File: src/rtl/mult_rr_scheduler.sv
// Round-robin front end that time-shares one combinational multiplier among NUM_REQ clients.
// Optional MULT_SCHED_B2B_EN: grant the next request during the response handshake cycle.
module mult_rr_scheduler #(
    parameter int unsigned NUM_REQ = 4,
    parameter int unsigned ID_W    = 2,
    parameter int unsigned OP_W    = 8,
    parameter int unsigned RES_W   = 17
) (
    input  logic                    clk,
    input  logic                    rst,
    input  logic [NUM_REQ-1:0]      req_valid,
    output logic [NUM_REQ-1:0]      req_ready,
    input  logic [NUM_REQ*OP_W-1:0] req_a,
    input  logic [NUM_REQ*OP_W-1:0] req_b,
    output logic [OP_W-1:0]         mul_a,
    output logic [OP_W-1:0]         mul_b,
    input  logic [RES_W-1:0]        mul_result,
    output logic                    rsp_valid,
    input  logic                    rsp_ready,
    output logic [ID_W-1:0]         rsp_id,
    output logic [RES_W-1:0]        rsp_data,
    output logic                    busy
);

`ifdef MULT_SCHED_B2B_EN
    localparam bit B2bEn = 1'b1;
`else
    localparam bit B2bEn = 1'b0;
`endif

    typedef enum logic [1:0] {StIdle, StIssue, StRespond} state_e;

    state_e            state_q, state_d;
    logic [OP_W-1:0]   mul_a_q, mul_a_d;
    logic [OP_W-1:0]   mul_b_q, mul_b_d;
    logic [ID_W-1:0]   rsp_id_q, rsp_id_d;
    logic [ID_W-1:0]   last_grant_q, last_grant_d;
    logic [RES_W-1:0]  rsp_data_q, rsp_data_d;
    logic              rsp_valid_q, rsp_valid_d;

    logic              grant_found;
    logic [ID_W-1:0]   grant_id;
    logic [ID_W-1:0]   search_idx;
    logic              accept;

    // Search starts one past the last grant so every requester gets a turn.
    always_comb begin
        grant_found = 1'b0;
        grant_id    = '0;
        search_idx  = '0;
        for (int unsigned k = 1; k <= NUM_REQ; k++) begin
            search_idx = ID_W'((32'(last_grant_q) + k) % NUM_REQ);
            if (!grant_found && req_valid[search_idx]) begin
                grant_found = 1'b1;
                grant_id    = search_idx;
            end
        end
    end

    always_comb begin
        accept = 1'b0;
        if (grant_found) begin
            if (state_q == StIdle) begin
                accept = 1'b1;
            end else if (B2bEn && (state_q == StRespond) && rsp_ready) begin
                accept = 1'b1;
            end
        end
    end

    assign req_ready = accept ? (NUM_REQ'(1) << grant_id) : '0;

    always_comb begin
        state_d      = state_q;
        mul_a_d      = mul_a_q;
        mul_b_d      = mul_b_q;
        rsp_id_d     = rsp_id_q;
        last_grant_d = last_grant_q;
        rsp_data_d   = rsp_data_q;
        rsp_valid_d  = rsp_valid_q;
        case (state_q)
            StIdle: begin
                if (accept) begin
                    state_d = StIssue;
                end
            end
            StIssue: begin
                rsp_data_d  = mul_result;
                rsp_valid_d = 1'b1;
                state_d     = StRespond;
            end
            StRespond: begin
                if (rsp_ready) begin
                    rsp_valid_d = 1'b0;
                    state_d     = accept ? StIssue : StIdle;
                end
            end
            default: state_d = StIdle;
        endcase
        // Operands are sampled only on the accepting cycle.
        if (accept) begin
            mul_a_d      = req_a[32'(grant_id) * OP_W +: OP_W];
            mul_b_d      = req_b[32'(grant_id) * OP_W +: OP_W];
            rsp_id_d     = grant_id;
            last_grant_d = grant_id;
        end
    end

    always_ff @(posedge clk) begin
        if (rst) begin
            state_q      <= StIdle;
            mul_a_q      <= '0;
            mul_b_q      <= '0;
            rsp_id_q     <= '0;
            last_grant_q <= ID_W'(NUM_REQ - 1);
            rsp_data_q   <= '0;
            rsp_valid_q  <= 1'b0;
        end else begin
            state_q      <= state_d;
            mul_a_q      <= mul_a_d;
            mul_b_q      <= mul_b_d;
            rsp_id_q     <= rsp_id_d;
            last_grant_q <= last_grant_d;
            rsp_data_q   <= rsp_data_d;
            rsp_valid_q  <= rsp_valid_d;
        end
    end

    assign mul_a     = mul_a_q;
    assign mul_b     = mul_b_q;
    assign rsp_valid = rsp_valid_q;
    assign rsp_id    = rsp_id_q;
    assign rsp_data  = rsp_data_q;
    assign busy      = (state_q != StIdle);

endmodule

File: config.mk
export PLATFORM = sky130hd
export DESIGN_NAME = mult_rr_scheduler
export DESIGN_NICKNAME = d
export VERILOG_FILES = /design/src/rtl/mult_rr_scheduler.sv
export SDC_FILE = /design/constraint.sdc
export NUM_CORES = 1
export LEC_CHECK = 0
export ABC_AREA = 0
export ABC_CLOCK_PERIOD_IN_PS = 1970
export BUFFER_PORTS_ARGS = -buffer_cell sky130_fd_sc_hd__clkbuf_2
export CAP_MARGIN = 20
export CORE_AREA = 2 2 56 98
export DETAILED_ROUTE_END_ITERATION = 10
export DIE_AREA = 0 0 58 100
export GPL_TIMING_DRIVEN = 0
export PLACE_DENSITY = 0.77
export SETUP_SLACK_MARGIN = 0.05
export SLEW_MARGIN = 15
export SYNTH_ARGS = -nofsm -noshare
export SYNTH_HDL_FRONTEND = slang
export SYNTH_SLANG_ARGS = --single-unit
export TNS_END_PERCENT = 5
File: constraint.sdc
create_clock -name clk -period 1.97 [get_ports clk]
set_input_delay 0.394 -clock clk [delete_from_list [all_inputs] [get_ports clk]]
set_output_delay 0.394 -clock clk [all_outputs]
set_load 0.005 [all_outputs]
==> metrics <==
H-tree levels=2; Mapped Area=2040 µm²; CP endpoint kind=output port; transition at the pin with the smallest max-transition slack=0.501 ns; launch instance of the worst min-delay path=mul_result[12]; Avg Vias per Cell=5.21; commonest non-fill, non-tap cells in the layout=126 x sky130_fd_sc_hd__clkbuf_2, 59 x sky130_fd_sc_hd__nand2_1, 39 x sky130_fd_sc_hd__dfxtp_1; share of the cycle needed by the critical path after routing=1.10; Post-Route Skew=0.00471 ns; clock slew at the register clock pins of the worst setup and hold paths=0.07 ns; Post-synth EDFFs=0; top-level port count=129; overall die width=58 µm; clock tree from TritonCTS=yes; WP data arrival=1.77 ns; reported net switching power=746 µW; initial antenna violation count=0; setup total negative slack=-0.777 ns; final period demand of the worst path=2.17 ns; placeable core region=5080 µm²; Switching Fraction=0.315; initial core utilization=0.401; maximum capacitance violations=0; number of standard cells after synthesis=244; most common cell after layout, fill and taps aside=sky130_fd_sc_hd__clkbuf_2; sequential share of the synthesized area=0.393; count of TritonRoute iterations in the first routing pass=4; critical path peak fanout=10; vias in the first global route=2321; hold_ws=0.323 ns; final core utilization=0.591; worst IR drop on VDD=601 µV; dominant synthesized flop cell=sky130_fd_sc_hd__dfxtp_1; dpl ws=-0.414 ns; worst slew margin relative to its limit=0.666; share of async-settable or async-resettable flops after synthesis=0; final std cells w/o fill=444; Final Routed Wirelength=6150 µm; clock group share of total power=0.236; clock insertion delay at the later pin of the skew report=0.29 ns; unrepaired setup endpoints after global routing=yes; library cell used as clock root buffer=sky130_fd_sc_hd__clkbuf_8; Max Slew Vio Count=0; area grow syn2layout=47.2%; number of DRC violations after detailed routing=0; Final Wtd Congestion=0.772; classification of the worst-slack hold path=in -> reg; violated checks=negative setup slack; Combinational Power Share=0.354; clock tree sinks=40; worst setup path start=req_valid[3]; Port Buffers=128; final-stage net count=476; YS warnings=0; TritonCTS buffer count=5; number of buffers between clock root and the deepest sink=2; Tot Pwr=2.37 mW; cell count after placement=427; HPWL after detailed placement=4770 µm; ratio of cells with drive above 1 in the final layout=0.427; global-route wire length before repair=10100 µm; largest net degree at the start of global routing=12; final worst setup slack=-0.198 ns; hold_buf cts=0; syn avg cell area=8.36 µm²; startpoint type of the worst setup path=input pin; number of vias after detailed routing=2312; Crit path required time=1.58 ns; Internal Pwr Total=1.62 mW; result of the run=finished, violations left; post-synthesis net count=332; crit path kind=in -> out; number of failing hold endpoints at the final stage=0; Critical R2R Launch=last_grant_q[1]; pwr/cell area=788 nW/µm²; standard cell area after detailed placement=2750 µm²; register-to-register path setup slack=-0.04 ns; ant diodes=0; overflow left after global routing=0; Yosys reg bits=40; summed area of non-filler cells in the final layout=3000 µm²; P_leak=1.47 nW; Row Count=35; WL per Instance=13.8 µm; number of violations reported at the end of detailed-routing iteration 0=96; final number of setup-violating endpoints=10; top achievable clock speed=461 MHz; die height=100 µm; overall fraction of global-route tracks in use=0.220; Cell variety after synth=36; antenna violation net count after detailed routing=0; area enclosed by the die boundary=5800 µm²; register share of total power=0.411
## critical path, cell delays in order
cell and delay [ns]:
sky130_fd_sc_hd__clkbuf_8 0.12, sky130_fd_sc_hd__or2_4 0.26, sky130_fd_sc_hd__o31a_1 0.38, sky130_fd_sc_hd__and2_4 0.20
sky130_fd_sc_hd__clkbuf_16 0.16, sky130_fd_sc_hd__and2_1 0.15, sky130_fd_sc_hd__clkbuf_2 0.10
## state kept, by name (all words and copies together) (netlist names)
| signal | cells |
|---|---|
| last_grant_q | 2 |
| rsp_valid | 1 |
| rsp_data | 17 |
| mul_b | 8 |
| state_q | 2 |
| mul_a | 8 |
| rsp_id | 2 |
## repair_timing
action	CTS	global route
pin swaps	6	5
resized for setup	16	9
cloned	0	0
endpoints found under the setup margin	13	20
buffers inserted	6	3
## layout make-up
cell class,instances,area [µm²]
flip-flops and latches,40,802
multi-input cells,179,1150
plain buffers,20,153
fillers,465,2080
well taps,55,68.8
repair buffers,137,717
clock buffers,8,90.1
inverters,5,18.8
## cell families (layout without fill, tap and decap cells)
| family | after synthesis | count (layout) | share of synthesized area |
|---|---|---|---|
| and+or+nand+nor | 89 | 89 | 0.196 |
| AOI/OAI and AO/OA | 77 | 77 | 0.277 |
| DFF | 40 | 40 | 0.393 |
| buffers and inverters | 25 | 170 | 0.0675 |
| muxes | 13 | 13 | 0.0663 |
## power by group through the flow
stage	clock network, mW	registers [mW]	logic (mW)
6_report	0.557	0.972	0.837
2_1_floorplan	0	0.993	0.419
3_5_place_dp	0	0.990	0.729
5_1_grt	0.610	0.986	0.921
3_3_place_gp	0	0.985	0.719
4_1_cts	0.577	0.972	0.803
## layer usage
metal,GRT usage,vias to the layer above,part of all wire
li1,-,1152,-
met1,0.215,1058,0.37
met2,0.433,91,0.56
met3,0.0412,11,0.064
met4,0.0841,0,0.013
met5,0,-,0
## final timing paths
kind	depth (start not counted)	endpoint
min	3	rsp_data[12]
max	7	req_ready[1]
min reg2reg	2	rsp_data[10]
max reg2reg	9	mul_b[1]
## synthesized netlist by cell type (2+ instances only)
| library cell | count | area (µm²) |
|---|---|---|
| sky130_fd_sc_hd__nand3b_1 | 6 | 45.0 |
| sky130_fd_sc_hd__nand2b_1 | 2 | 12.5 |
| sky130_fd_sc_hd__buf_2 | 2 | 10.0 |
| sky130_fd_sc_hd__o21bai_1 | 11 | 82.6 |
| sky130_fd_sc_hd__inv_1 | 5 | 18.8 |
| sky130_fd_sc_hd__a21boi_0 | 10 | 75.1 |
| sky130_fd_sc_hd__a21oi_1 | 22 | 110 |
| sky130_fd_sc_hd__a311oi_1 | 10 | 87.6 |
| sky130_fd_sc_hd__o221ai_1 | 6 | 52.6 |
| sky130_fd_sc_hd__nor2b_1 | 3 | 18.8 |
| sky130_fd_sc_hd__mux2i_1 | 12 | 120 |
| sky130_fd_sc_hd__clkbuf_1 | 12 | 45.0 |
| sky130_fd_sc_hd__nand2_1 | 60 | 225 |
| sky130_fd_sc_hd__dfxtp_1 | 40 | 801 |
| sky130_fd_sc_hd__nor3_1 | 2 | 10.0 |
| sky130_fd_sc_hd__and2_1 | 3 | 18.8 |
| sky130_fd_sc_hd__a211oi_1 | 10 | 75.1 |
| sky130_fd_sc_hd__buf_6 | 4 | 45.0 |
| sky130_fd_sc_hd__nor2_1 | 7 | 26.3 |
No activity file was read; power rests on OpenSTA's default activity.
